`src/rtl/axis_add_one_if.sv`:
```
// AXI4-Stream bundle used on both sides of axis_add_one.
// The master drives data and valid. The slave drives ready.
interface axis_add_one_if #(
  parameter int DATA_WIDTH = 32
) ();
  localparam int KEEP_WIDTH = DATA_WIDTH / 8;

  logic [DATA_WIDTH-1:0] tdata;
  logic [KEEP_WIDTH-1:0] tkeep;
  logic                  tlast;
  logic                  tvalid;
  logic                  tready;

  modport master (output tdata, tkeep, tlast, tvalid, input tready);
  modport slave  (input tdata, tkeep, tlast, tvalid, output tready);
endinterface

```
`src/rtl/axis_add_one.sv`:
```
// AXI4-Stream stage that adds 1 to every kept byte lane of each beat.
// A main output register is backed by a single skid entry. This gives full
// throughput, and s_axis.tready is registered so that no combinational path
// runs from m_axis.tready back to it.
//
// state | meaning
// EMPTY | no beat held, accepting, output idle
// ONE   | main entry holds the output beat, still accepting
// FULL  | main and skid both hold beats, not accepting
module axis_add_one #(
  parameter int DATA_WIDTH = 32
) (
  input  logic            aclk,
  input  logic            areset,
  axis_add_one_if.slave   s_axis,
  axis_add_one_if.master  m_axis
);
  localparam int KEEP_WIDTH = DATA_WIDTH / 8;

  typedef enum logic [1:0] {EMPTY, ONE, FULL} state_t;

  state_t                state_q, state_d;
  logic [DATA_WIDTH-1:0] main_data_q, main_data_d;
  logic [KEEP_WIDTH-1:0] main_keep_q, main_keep_d;
  logic                  main_last_q, main_last_d;
  logic [DATA_WIDTH-1:0] skid_data_q, skid_data_d;
  logic [KEEP_WIDTH-1:0] skid_keep_q, skid_keep_d;
  logic                  skid_last_q, skid_last_d;
  logic                  s_ready_q, s_ready_d;
  logic                  m_valid_q, m_valid_d;

  logic                  s_xfer;
  logic                  m_xfer;
  logic [DATA_WIDTH-1:0] inc_data;

  // Lane-wise increment. Each lane wraps on its own, so no carry crosses a byte.
  function automatic logic [DATA_WIDTH-1:0] add_one(
    input logic [DATA_WIDTH-1:0] d,
    input logic [KEEP_WIDTH-1:0] k
  );
    logic [DATA_WIDTH-1:0] r;
    r = d;
    for (int i = 0; i < KEEP_WIDTH; i++) begin
      if (k[i]) r[8*i +: 8] = d[8*i +: 8] + 8'd1;
    end
    return r;
  endfunction

  assign s_xfer   = s_axis.tvalid & s_ready_q;
  assign m_xfer   = m_valid_q & m_axis.tready;
  assign inc_data = add_one(s_axis.tdata, s_axis.tkeep);

  // Next-state and entry loading for the main/skid buffer.
  always_comb begin
    state_d     = state_q;
    main_data_d = main_data_q;
    main_keep_d = main_keep_q;
    main_last_d = main_last_q;
    skid_data_d = skid_data_q;
    skid_keep_d = skid_keep_q;
    skid_last_d = skid_last_q;
    case (state_q)
      EMPTY: begin
        if (s_xfer) begin
          main_data_d = inc_data;
          main_keep_d = s_axis.tkeep;
          main_last_d = s_axis.tlast;
          state_d     = ONE;
        end
      end
      ONE: begin
        if (s_xfer && m_xfer) begin
          main_data_d = inc_data;
          main_keep_d = s_axis.tkeep;
          main_last_d = s_axis.tlast;
        end else if (s_xfer) begin
          skid_data_d = inc_data;
          skid_keep_d = s_axis.tkeep;
          skid_last_d = s_axis.tlast;
          state_d     = FULL;
        end else if (m_xfer) begin
          state_d = EMPTY;
        end
      end
      FULL: begin
        if (m_xfer) begin
          main_data_d = skid_data_q;
          main_keep_d = skid_keep_q;
          main_last_d = skid_last_q;
          state_d     = ONE;
        end
      end
      default: state_d = EMPTY;
    endcase
    // Handshake outputs come straight from the next state, so both of them are registered.
    s_ready_d = (state_d != FULL);
    m_valid_d = (state_d != EMPTY);
  end

  // State and buffer registers. Reset empties everything, and ready stays low until the first edge.
  always_ff @(posedge aclk or posedge areset) begin
    if (areset) begin
      state_q     <= EMPTY;
      main_data_q <= '0;
      main_keep_q <= '0;
      main_last_q <= 1'b0;
      skid_data_q <= '0;
      skid_keep_q <= '0;
      skid_last_q <= 1'b0;
      s_ready_q   <= 1'b0;
      m_valid_q   <= 1'b0;
    end else begin
      state_q     <= state_d;
      main_data_q <= main_data_d;
      main_keep_q <= main_keep_d;
      main_last_q <= main_last_d;
      skid_data_q <= skid_data_d;
      skid_keep_q <= skid_keep_d;
      skid_last_q <= skid_last_d;
      s_ready_q   <= s_ready_d;
      m_valid_q   <= m_valid_d;
    end
  end

  assign s_axis.tready = s_ready_q;
  assign m_axis.tvalid = m_valid_q;
  assign m_axis.tdata  = main_data_q;
  assign m_axis.tkeep  = main_keep_q;
  assign m_axis.tlast  = main_last_q;
endmodule

```
`src/flat_wrapper.sv`:
```
// flat-port wrapper written by rule: the top's interface ports become plain ports
module axis_add_one_flat 
#(
  parameter int DATA_WIDTH = 32
)
  (aclk, areset, s_axis_tdata, s_axis_tkeep, s_axis_tlast, s_axis_tvalid, s_axis_tready, m_axis_tdata, m_axis_tkeep, m_axis_tlast, m_axis_tvalid, m_axis_tready);
  axis_add_one_if #(.DATA_WIDTH(DATA_WIDTH)) s_axis_i ();
  axis_add_one_if #(.DATA_WIDTH(DATA_WIDTH)) m_axis_i ();
  input  logic aclk;
  input  logic areset;
  input wire logic [$bits(s_axis_i.tdata)-1:0] s_axis_tdata;
  input wire logic [$bits(s_axis_i.tkeep)-1:0] s_axis_tkeep;
  input wire logic [$bits(s_axis_i.tlast)-1:0] s_axis_tlast;
  input wire logic [$bits(s_axis_i.tvalid)-1:0] s_axis_tvalid;
  output wire logic [$bits(s_axis_i.tready)-1:0] s_axis_tready;
  output wire logic [$bits(m_axis_i.tdata)-1:0] m_axis_tdata;
  output wire logic [$bits(m_axis_i.tkeep)-1:0] m_axis_tkeep;
  output wire logic [$bits(m_axis_i.tlast)-1:0] m_axis_tlast;
  output wire logic [$bits(m_axis_i.tvalid)-1:0] m_axis_tvalid;
  input wire logic [$bits(m_axis_i.tready)-1:0] m_axis_tready;
  assign s_axis_i.tdata = s_axis_tdata;
  assign s_axis_i.tkeep = s_axis_tkeep;
  assign s_axis_i.tlast = s_axis_tlast;
  assign s_axis_i.tvalid = s_axis_tvalid;
  assign s_axis_tready = s_axis_i.tready;
  assign m_axis_tdata = m_axis_i.tdata;
  assign m_axis_tkeep = m_axis_i.tkeep;
  assign m_axis_tlast = m_axis_i.tlast;
  assign m_axis_tvalid = m_axis_i.tvalid;
  assign m_axis_i.tready = m_axis_tready;
  axis_add_one #(.DATA_WIDTH(DATA_WIDTH)) u_core (.aclk(aclk), .areset(areset), .s_axis(s_axis_i), .m_axis(m_axis_i));
endmodule
```
`config.mk`:
```
export PLATFORM = sky130hd
export DESIGN_NAME = axis_add_one_flat
export DESIGN_NICKNAME = d
export VERILOG_FILES = /design/src/rtl/axis_add_one_if.sv /design/src/rtl/axis_add_one.sv /design/src/flat_wrapper.sv
export SDC_FILE = /design/constraint.sdc
export NUM_CORES = 1
export LEC_CHECK = 0
export BUFFER_PORTS_ARGS = -buffer_cell sky130_fd_sc_hd__buf_2
export CORE_MARGIN = 8
export CORE_UTILIZATION = 49
export CTS_CLUSTER_DIAMETER = 60
export DETAILED_ROUTE_END_ITERATION = 10
export GPL_TIMING_DRIVEN = 0
export PLACE_DENSITY_LB_ADDON = 0.25
export SLEW_MARGIN = 40
export SYNTH_ARGS = -nofsm -noshare
export SYNTH_HDL_FRONTEND = slang
export SYNTH_SLANG_ARGS = --single-unit
```
`constraint.sdc`:
```
create_clock -name aclk -period 2.6 [get_ports aclk]
set_input_delay 0.39 -clock aclk [delete_from_list [all_inputs] [get_ports aclk]]
set_output_delay 0.39 -clock aclk [all_outputs]
set_load 0.03 [all_outputs]
```
== Yosys cells after proc, flatten, opt, wreduce, memory -nomap -nowiden ==
Index checks and enable logic that the tools add are counted.

* Input bits: 41
* Word-level logic and storage cells: 50
* Memory bits (read-only): 0
* Bits in registers: 78
* Latch bits: 0
* Memories kept: 0
* Output and inout bits: 39
* Bits in writable memories: 0

* Div/mod/pow operators: 0
* $lt $le $gt $ge: 0
* Bitwise operators: 3
* Equal/unequal tests: 6
* Reductions and logical operators: 6
* Add/sub/neg operators: 4
* Muxes and demuxes: 22
* Multiply operators: 0
* Shift operators: 0

{| class="wikitable"
|+ Operator list
! kind !! count
|-
| two-way mux 32 bit || 3
|-
| one-hot mux 32 bit (3 select lines) || 1
|-
| adder 8 x 1 -> 8 bit (second input constant) || 4
|-
| two-way mux 8 bit || 4
|-
| two-way mux 4 bit || 3
|-
| one-hot mux 4 bit (3 select lines) || 1
|-
| two-way mux 2 bit || 5
|-
| inequality test 2 x 1 -> 1 bit (second input constant) || 3
|-
| one-hot mux 2 bit (3 select lines) || 1
|-
| AND reduction 4 bit || 1
|-
| two-way mux 1 bit || 3
|-
| one-hot mux 1 bit (3 select lines) || 1
|-
| AND reduction 3 bit || 1
|-
| nonzero test 3 bit || 1
|-
| bitwise AND 1 bit || 2
|-
| equality test 2 x 1 -> 1 bit (second input constant) || 1
|-
| equality test 2 bit (second input constant) || 1
|-
| zero test 2 bit || 1
|-
| inequality test 2 bit (second input constant) || 1
|-
| nonzero test 2 bit || 1
|-
| logical AND 1 bit || 1
|-
| NOT 1 bit || 1
|}

== Logic depth before layout (Yosys ltp) ==
Gate-level depths: netlist of the first run.

* Word-level depth: 6
* Depth in mapped cells: 7
* Depth with buffers taken out: 5

== Least setup slack after synthesis of the first run ==
Ideal clock, no wire load.

* Path kind: reg-to-reg
* From: reg u_core.m_valid_q (netlist: u_core.m_axis.tvalid)
* To: reg u_core.main_data_q[19] (netlist: u_core.m_axis.tdata[19])
* Data required time: 2.475 ns
* Period minus slack after synthesis: 1.719 ns
* Path buffers: 1
* Data arrival time: 1.594 ns
* Stages on the path, launching flop included: 5
* Setup time: 0.125 ns
* Setup slack: 0.881 ns
* Cell sequence: dfrtp_1 -> a21boi_4 -> o32ai_4 -> buf_6 -> mux2_2

* Cells in the longest elaborated chain, start to end: 4
* Elaborated cells on any way between the ends: 5
* Classes of those cells: 2 x eq/ne; 1 x bitwise; 2 x reduce/logical

{| class="wikitable"
|+ RTL lines
! item !! RTL line !! text
|-
| from (decl) || axis_add_one.sv:30 || <nowiki>logic m_valid_q, m_valid_d;</nowiki>
|-
| from (signal assigned) || axis_add_one.sv:121 || <nowiki>m_valid_q <= m_valid_d;</nowiki>
|-
| bitwise AND 1 bit * || axis_add_one.sv:50 || <nowiki>assign m_xfer = m_valid_q & m_axis.tready;</nowiki>
|-
| logical AND 1 bit || axis_add_one.sv:72 || <nowiki>if (s_xfer && m_xfer) begin</nowiki>
|-
| inequality test 2 x 1 -> 1 bit (no line) || -- ||
|-
| AND reduction 4 bit (no line) * || -- ||
|-
| to (signal assigned) || axis_add_one.sv:114 || <nowiki>main_data_q <= main_data_d;</nowiki>
|-
| to (decl) || axis_add_one.sv:23 || <nowiki>logic [DATA_WIDTH-1:0] main_data_q, main_data_d;</nowiki>
|}

Every way passes the cells marked *; elsewhere a longest branch is shown, timed or not.
A chain may end at the register's enable or synchronous reset.

== Worst setup path in the final report of the first run ==
* From: reg u_core.state_q[1]
* To: reg u_core.skid_data_q[18]

* Cells in the longest elaborated chain, start to end: 2

{| class="wikitable"
|+ RTL lines
! item !! RTL line !! text
|-
| from (decl) || axis_add_one.sv:22 || <nowiki>state_t state_q, state_d;</nowiki>
|-
| from (signal assigned) || axis_add_one.sv:113 || <nowiki>state_q <= state_d;</nowiki>
|-
| equality test 2 x 1 -> 1 bit || axis_add_one.sv:62 || <nowiki>case (state_q)</nowiki>
|-
| AND reduction 3 bit (no line) || -- ||
|-
| to (signal assigned) || axis_add_one.sv:117 || <nowiki>skid_data_q <= skid_data_d;</nowiki>
|-
| to (decl) || axis_add_one.sv:26 || <nowiki>logic [DATA_WIDTH-1:0] skid_data_q, skid_data_d;</nowiki>
|}

Every way passes these cells.

==> flow_summary.toml, run 1 <==
[detailed_routing]
drtAntennaViolNets = 0
post-route-drc-count = 0
vias_per_cell = 5.33
wire_per_inst_um = 16.2
drt-pass1-iter-count = 4
drt_wl_total_mm = 9.28
drtIter0Drc = 99
vias = 3046

[synthesis]
async_reset_ff_share_pct = 100
ys_seq_elements = 78
synth.cell_area_um2 = 3840
synthDistinctLibCells = 28
synth_top_family_by_area = "simple AND/OR/NAND/NOR gates"
yosys.area_share.simple_pct = 15.0
synth_edf_count = 0
synth_top_flop_cell = "dfrtp_1"
synth_mux_area_share_pct = 7.85
synth-warning-count = 0
syn-instance-count = 377
avgSynthCellArea_um2 = 10.2
ys_seq_area_share_pct = 50.8
synth_compound_gate_area_share_pct = 13.8
syn_nets = 422
synth-xor-area-share_pct = 6.61
synthAdderAreaFrac_pct = 1.30

[timing]
timing_hold_violations_final = 0
tightest_slew_ns = 0.606
slew_headroom_pct = 59.6
fin_tns_setup_ns = 0
max_freq_mhz = 522
fin_worst_skew_ns = 0.00878
rsz0062_at_grt = "false"
slew_viol_final = 0
fin_crit_ns = 1.92
layout_setup_ws_ns = 0.683
fin_crit_sh_pct = 73.7
setup_viol = 0

[final_layout]
area_growth_pct = 19.4
fin_nets = 510
drive_gt1_share_pct = 31.5
nFillCells = 699
final_cells = 572
multiInputGateArea_um2 = 1710
antenna_cells = 0
finalInstanceArea_um2 = 4590
ff_latch_area_um2 = 1950
utilization_pct = 60.0

[floorplanning]
die_h_um = 105
core_area_um2 = 7650
rows = 32
die_w_um = 105
ios = 80
dieArea_um2 = 10900
initial_utilization_pct = 50.3

[clock_tree]
cts_htree_levels = 3
root_buffer = "clkbuf_8"
cts_tree = "yes"
clock_path_buffers = 2
cts.clk_slew.worst_paths_ns = 0.08
cts_buffers = 9
ctsResizeCount = 0
cts_num_sinks = 78
cts_setup_buffers = 0
clock_latency_ns = 0.35

[pwr]
powerDensity_nw_per_um2 = 1270
ir_drop_mv = 0.529
power_leakage_uw = 0.00199

[place]
dp.cells = 555
place.gp.congestion = 0.808
dp_slack_ns = 0.706
io_buffers = 75
dp_hpwl_mm = 6.92
post_dp_cell_area_um2 = 4380

[critical_path]
reg2reg_depth = 5
start_kind = "flop"
critical-path-slowest-cell = "dfrtp_1"
cp.required_ns = 2.82
r2r-end = "u_core.skid_data_q[18]"
rrSetupSlack_ns = 0.68
cp_max_fo = 10
slowest_delay_ns = 0.47
path_class = "flop to flop"
cp-end-kind = "flop"
crit_chain = "nand4b_1, a21oi_1, buf_2, buf_2, a21oi_1"
cp.arrival_ns = 2.14
rr_startpoint = "u_core.state_q[1]"

[global_route]
antenna_found_initial = 0
grt_pass1_wl_mm = 15.4
grt_pass1_vias = 3210
grt_max_degree = 53
grt_util_all_layers_pct = 17.2
grt_overflow_total = 0

[run_status]
status = "completed"

[worst_hold_path]
hold_path.class = "input pin to flop"
hold_depth = 2
min_from = "s_axis_tlast"
hold_path_end = "u_core.skid_last_q"

[job]
cap_violations = 0
## how the worst max path moves through the flow
stage	from	endpoint	slack (ns)	depth (start not counted)
floorplan	areset	u_core.m_axis.tdata[0]	0.21	1
global placement	areset	u_core.s_axis.tready	-0.74	2
detailed placement	u_core.state_q[1]	u_core.skid_data_q[12]	0.71	5
CTS	u_core.state_q[1]	u_core.skid_data_q[18]	0.69	5
global route	u_core.state_q[1]	u_core.skid_data_q[10]	0.59	5
finish	u_core.state_q[1]	u_core.skid_data_q[18]	0.68	5
## power by group
group | switching, uW | internal (uW) | total (uW)
registers | 331 | 1820 | 2150
clock network | 449 | 470 | 919
logic | 1740 | 1020 | 2760
total | 2520 | 3320 | 5840
## Yosys cell counts (11+ instances only)
cell type,number,area share [%]
nand2_1,28,2.7
mux2_2,17,5.0
a21oi_2,15,3.4
nor2_1,71,6.9
mux2i_1,11,2.9
nor3b_1,11,2.1
buf_2,14,1.8
xor2_1,11,2.5
xnor2_1,18,4.1
a211oi_1,12,2.3
dfrtp_1,78,51
a21oi_1,42,5.5
## cell type report
type | instances | area share [%]
Buffer | 25 | 3.76
Inverter | 2 | 0.273
Clock buffer | 11 | 3.08
Clock inverter | 5 | 1.28
Timing Repair Buffer | 77 | 9.00
Multi-Input combinational cell | 272 | 37.3
Tap cell | 102 | 2.78
Sequential cell | 78 | 42.5
## per-layer routing
| metal | vias to the layer above | GRT usage [%] | routed length (um) |
|---|---|---|---|
| li1 | 1471 | - | - |
| met5 | - | 0 | 0 |
| met4 | 0 | 7.55 | 163 |
| met2 | 69 | 27.9 | 4340 |
| met3 | 14 | 3.75 | 480 |
| met1 | 1492 | 21.7 | 4290 |
## kinds of logic after synthesis
family	after synthesis
compound gates	81
xor+xnor	29
fa+ha+maj	4
buf+inv	27
flops	78
mux	28
simple gates	130
## timing repair
| action | 4_1_cts | 5_1_grt |
|---|---|---|
| hold buffers | 1 | 0 |
| endpoints found under the setup margin | 0 | 0 |
| hold endpoints to repair | 26 | 0 |
## flip-flops by register name, indices dropped and copies added (netlist names)
register / cells
u_core.m_axis.tkeep: 4
u_core.m_axis.tvalid: 1
u_core.m_axis.tlast: 1
u_core.state_q: 2
u_core.skid_data_q: 32
u_core.skid_last_q: 1
u_core.skid_keep_q: 4
u_core.s_axis.tready: 1
u_core.m_axis.tdata: 32
## layout by cell type (no fill, tap or decap)
master / instances
nand4_1: 8
nor3b_2: 1
o21ai_0: 9
o32ai_4: 1
mux2i_1: 11
a211oi_1: 12
clkbuf_8: 10
buf_6: 4
xnor2_1: 18
a21oi_2: 15
dfrtp_1: 78
xor2_1: 11
inv_6: 1
buf_2: 89
nand2_1: 28
a21oi_1: 42
dlygate4sd3_1: 1
o22ai_1: 1
buf_16: 1
inv_1: 1
clkinv_4: 1
nand2b_1: 1
clkinv_2: 1
clkbuf_1: 5
ha_1: 4
clkinvlp_4: 2
a21boi_4: 1
nor3b_1: 11
mux2_2: 17
buf_4: 1
nand4b_1: 1
buf_8: 1
nor2_1: 71
bufinv_16: 1
nor3_1: 9
buf_12: 1
## worst max-delay path: cells and delay by family, from the launching register on
kind,cells,cell delay (ns)
flops,1,0.47
simple gates,1,0.24
compound gates,2,0.47
buf+inv,2,0.62
## stage by stage
step / hold WS [ns] / power (uW)
after floorplan: 0.480 / 4160
after global placement: 0.487 / 4870
after detailed placement: 0.366 / 4970
after CTS: 0.275 / 5880
after global routing: 0.293 / 6220
final: 0.288 / 5840
Power figures use the tool's default switching activity.
==> inputs of run 2 (changes only) <==
==> constraint.sdc (replaced) <==
create_clock -name aclk -period 1.93 [get_ports aclk]
set_input_delay 0.2895 -clock aclk [delete_from_list [all_inputs] [get_ports aclk]]
set_output_delay 0.2895 -clock aclk [all_outputs]
set_load 0.03 [all_outputs]
==> run 2 against run 1 <==
Die area unchanged. Core utilization increased by 0.80 points. Combinational power increased by 36%. Global-route usage increased by 0.79 points. Hold slack got worse by 0.083 ns. Non-clock buffer count increased by 2. Cell count increased by 0.17%. Sequential power increased by 35%. Critical path type unchanged. Largest cell class unchanged. Highest routed layer unchanged.
==> flow_summary.toml, run 2 (synthesized netlist as in run 1, its figures left out) <==
[detailed_routing]
drt-pass1-iter-count = 4
vias_per_cell = 5.36
post-route-drc-count = 0
wire_per_inst_um = 16.8
drtIter0Drc = 88
vias = 3069
drtAntennaViolNets = 0
drt_wl_total_mm = 9.63

[worst_hold_path]
hold_path.class = "input pin to flop"

[pwr]
comb_power_share_pct = 47.2
seqPwrFrac_pct = 36.5
clkPwrFrac_pct = 16.4
power_leakage_uw = 0.00202
power.internal_uw = 4570
power.share.switching_pct = 42.6
ir_drop_mv = 0.806
powerDensity_nw_per_um2 = 1710
p_switching_uw = 3400

[place]
post_dp_cell_area_um2 = 4430
dp_slack_ns = 0.0199
io_buffers = 75
dp_hpwl_mm = 7.13
place.gp.congestion = 0.786

[final_layout]
final_cell_mix = "buf_2 (89), dfrtp_1 (78), nor2_1 (71)"
fin_nets = 512
area_growth_pct = 21.0
drive_gt1_share_pct = 31.6
utilization_pct = 60.8
final_common_cell = "buf_2"
antenna_cells = 0
finalInstanceArea_um2 = 4650

[floorplanning]
dieArea_um2 = 10900
die_h_um = 105
die_w_um = 105
rows = 32
core_area_um2 = 7650
initial_utilization_pct = 50.3
ios = 80

[critical_path]
start_kind = "flop"
path_class = "flop to flop"
cp.arrival_ns = 2.03
cp_max_fo = 10
cp-end-kind = "flop"
cp.required_ns = 2.15

[global_route]
grt_overflow_total = 0
grt_util_all_layers_pct = 18.0
antenna_found_initial = 0
grt_max_degree = 24
grt_pass1_wl_mm = 16.0
grt_pass1_vias = 3258

[timing]
tightest_slew_ns = 0.598
slew_headroom_pct = 60.1
fin_crit_ns = 1.81
slew_viol_final = 0
rsz0062_at_grt = "false"
fin_tns_setup_ns = 0
max_freq_mhz = 553
fin_crit_sh_pct = 93.6
setup_viol = 0
fin_worst_skew_ns = 0.00997
timing_hold_violations_final = 0
holdWs_ns = 0.206
layout_setup_ws_ns = 0.123

[clock_tree]
clock_latency_ns = 0.35
cts.clk_slew.worst_paths_ns = 0.08
cts_htree_levels = 3
clock_path_buffers = 2
root_buffer = "clkbuf_8"
cts_num_sinks = 78
cts_tree = "yes"
cts_setup_buffers = 0
cts_buffers = 9

[run_status]
status = "completed"

[job]
cap_violations = 0
## run 2: metrics by stage
| step | total power (uW) | cells |
|---|---|---|
| 5_1_grt | 8490 | 573 |
| 2_1_floorplan | 5600 | 377 |
| 4_1_cts | 8030 | 573 |
| 3_5_place_dp | 6710 | 557 |
| 6_report | 7970 | 573 |
| 3_3_place_gp | 6570 | 554 |
## run 2: routing by layer
layer	up-vias	GRT usage, %	part of all wire [%]
met4	0	7.65	1.5
met1	1497	23.3	46
li1	1468	-	-
met2	93	29.0	48
met3	11	3.50	4.7
met5	-	0	0
## run 2: layout make-up
cell class                      instances  area, um2
Clock inverter                          4       72.6
Tap cell                              102        128
Timing Repair Buffer                   79        468
Inverter                                2       11.3
Multi-Input combinational cell        272       1720
Clock buffer                           11        131
Buffer                                 25        173
Fill cell                             674       3000
Sequential cell                        78       1950
## run 2: critical path: stages, from the launching register on
cell,delay (ns)
dfrtp_1,0.46
nand4b_1,0.25
a21oi_2,0.24
buf_2,0.31
buf_2,0.30
a21oi_1,0.11
## run 2: timing repair
item | in CTS | in global routing
gates resized for setup | 1 | 0
endpoints found under the hold margin | 18 | 0
endpoints found under the setup margin | 3 | 0
hold buffers | 1 | 0
## run 2: power by group through the flow
stage | combinational (uW) | sequential (uW) | clock [uW]
global placement | 3670 | 2890 | 0
floorplan | 1940 | 3660 | 0
CTS | 3790 | 2910 | 1320
finish | 3760 | 2910 | 1300
global route | 4100 | 3000 | 1380
detailed placement | 3780 | 2930 | 0
## run 2: worst paths after layout
| check | start | to | slack, ns | cells past startpoint |
|---|---|---|---|---|
| worst max register to register | u_core.state_q[1] | u_core.skid_data_q[29] | 0.12 | 5 |
| worst max-delay path | u_core.state_q[1] | u_core.skid_data_q[29] | 0.12 | 5 |
| max in group asynchronous | areset | u_core.skid_data_q[25] | 0.78 | 5 |
| worst min register to register | u_core.m_axis.tdata[12] | u_core.m_axis.tdata[12] | 0.51 | 1 |
| min in group asynchronous | areset | u_core.m_axis.tdata[6] | 0.51 | 3 |
| worst min-delay path | s_axis_tlast | u_core.skid_last_q | 0.21 | 2 |
==> inputs of run 3 (changes only) <==
--- a/config.mk
+++ b/config.mk
@@ -11,7 +11,7 @@
 export CTS_CLUSTER_DIAMETER = 60
 export DETAILED_ROUTE_END_ITERATION = 10
 export GPL_TIMING_DRIVEN = 0
-export PLACE_DENSITY_LB_ADDON = 0.25
+export PLACE_DENSITY = 0.74
 export SLEW_MARGIN = 40
 export SYNTH_ARGS = -nofsm -noshare
 export SYNTH_HDL_FRONTEND = slang
==> run 3 against run 2 <==
Die area is the same. Register-to-register slack hardly changed. Via count shrank 1.8%. Combinational power barely moved. Core utilization unchanged. Hold slack lost 0.0035 ns. Worst setup slack got worse by 0.012 ns. Clock skew down 0.0032 ns. Global-route usage fell by 0.93 points. Total power shrank 0.76%. Routed wire length fell by 4.4%. First-iteration DRC count up 60%. Critical endpoint is now u_core.m_axis.tdata[18]. Largest cell class unchanged.
==> flow_summary.toml, run 3 (synthesized netlist as in run 1, its figures left out) <==
[run_status]
status = "completed"

[detailed_routing]
drt_wl_total_mm = 9.21
wire_per_inst_um = 16.0
drtIter0Drc = 141
post-route-drc-count = 0
vias_per_cell = 5.25
drt-pass1-iter-count = 4
drtAntennaViolNets = 0
vias = 3013

[critical_path]
cp_max_fo = 10
slowest_delay_ns = 0.49
cp.arrival_ns = 2.04
start_kind = "flop"
cp.required_ns = 2.15
rr_startpoint = "u_core.state_q[1]"
critical-path-slowest-cell = "clkbuf_1"
reg2reg_depth = 5
cp-end-kind = "flop"
r2r-end = "u_core.m_axis.tdata[18]"
path_class = "flop to flop"
rrSetupSlack_ns = 0.11
crit_chain = "nand2b_1, buf_2, clkbuf_1, a21oi_1, mux2_2"

[timing]
setup_viol = 0
fin_tns_setup_ns = 0
fin_crit_ns = 1.82
slew_viol_final = 0
max_freq_mhz = 550
slew_headroom_pct = 58.1
timing_hold_violations_final = 0
fin_worst_skew_ns = 0.00681
rsz0062_at_grt = "false"
tightest_slew_ns = 0.629
fin_crit_sh_pct = 94.2

[global_route]
grt_pass1_wl_mm = 15.3
grt_pass1_vias = 3205
antenna_found_initial = 0
top_usage_layer = "met2"
grt_max_degree = 25
grt_util_all_layers_pct = 17.1
grtUsageMet1_pct = 20.7
use_met2_pct = 30.1
use_met3_pct = 2.76
grt_overflow_total = 0

[final_layout]
utilization_pct = 60.8
finalInstanceArea_um2 = 4650
nFillCells = 670
fin_nets = 512
antenna_cells = 0
area_growth_pct = 21.0
final_cell_mix = "buf_2 (88), dfrtp_1 (78), nor2_1 (71)"
drive_gt1_share_pct = 32.2
final_common_cell = "buf_2"

[floorplanning]
ios = 80
dieArea_um2 = 10900
die_h_um = 105
rows = 32
core_area_um2 = 7650
die_w_um = 105
initial_utilization_pct = 50.3

[clock_tree]
root_buffer = "clkbuf_8"
cts_buffers = 9
cts.clk_slew.worst_paths_ns = 0.09
cts_num_sinks = 78
cts_htree_levels = 3
clock_latency_ns = 0.34
cts_tree = "yes"
cts_setup_buffers = 0
clock_path_buffers = 2

[worst_hold_path]
hold_path_end = "u_core.skid_last_q"
hold_depth = 2
hold_path.class = "input pin to flop"
min_from = "s_axis_tlast"

[pwr]
powerDensity_nw_per_um2 = 1700
ir_drop_mv = 0.657
power_leakage_uw = 0.00201
power_uw = 7910

[place]
place.gp.congestion = 0.784
post_dp_cell_area_um2 = 4430
io_buffers = 75
dp_hpwl_mm = 7.01

[job]
cap_violations = 0
run 3: cell count changes in the layout (fill, tap and decap cells not counted):
cell	delta
buf_12	+1
buf_16	-1
clkbuf_1	-2
buf_2	-1
clkinvlp_4	+1
clkinv_4	+3
clkbuf_8	+1
clkinv_2	-1
clkbuf_4	+1
bufinv_16	-1
run 3: timing repair:
item,in CTS,in global routing
setup endpoints to repair,0,27
hold buffers,1,0
endpoints found under the hold margin,16,0
resized for setup,0,2
run 3: final cells by class:
cell class              count  area (um2)  share of cell area, %
multi-input cells         272        1720                   36.9
clock inverters             6        71.3                   1.53
clock buffers              10         138                   2.96
inverters                   2        11.3                  0.242
repair buffers             79         460                   9.90
well taps                 102         128                   2.74
flip-flops and latches     78        1950                   42.0
plain buffers              25         175                   3.77
run 3: how the worst max path moves through the flow:
stage                                    start                       to  slack, ns  cells after the start
after floorplan           u_core.m_axis.tvalid  u_core.m_axis.tdata[19]       0.21                      4
after global placement       u_core.state_q[1]   u_core.skid_data_q[31]       0.13                      5
after detailed placement     u_core.state_q[1]   u_core.skid_data_q[30]        0.1                      5
after CTS                    u_core.state_q[1]   u_core.skid_data_q[13]       0.08                      5
after global routing         u_core.state_q[1]  u_core.m_axis.tdata[18]       0.03                      5
final                        u_core.state_q[1]  u_core.m_axis.tdata[18]       0.11                      5
run 3: critical path, delay by kind of cell, from the launching register on:
kind	cells	cell delay, ns
flip-flops	1	0.46
buffers and inverters	2	0.65
AND/OR/NAND/NOR	1	0.10
AO/OA/AOI/OAI	1	0.18
multiplexers	1	0.30
run 3: metrics by stage:
step | std cells | worst slack (ns) | hold slack [ns]
2_1_floorplan | 377 | 0.211 | 0.441
3_3_place_gp | 554 | 0.128 | 0.488
3_5_place_dp | 557 | 0.0992 | 0.337
4_1_cts | 574 | 0.0795 | 0.192
5_1_grt | 574 | 0.0330 | 0.199
6_report | 574 | 0.111 | 0.202
run 3: layer usage:
| metal | vias to the layer above | part of all wire [%] |
|---|---|---|
| li1 | 1475 | - |
| met2 | 64 | 52 |
| met4 | 0 | 1.1 |
| met1 | 1463 | 43 |
| met3 | 11 | 4.1 |
| met5 | - | 0 |
run 3: power breakdown:
part           internal (uW)  leakage [uW]  switching, uW  total, uW
logic                   1390       0.00104           2350       3740
clock network            639     0.0000987            619       1260
registers               2460      0.000872            450       2910
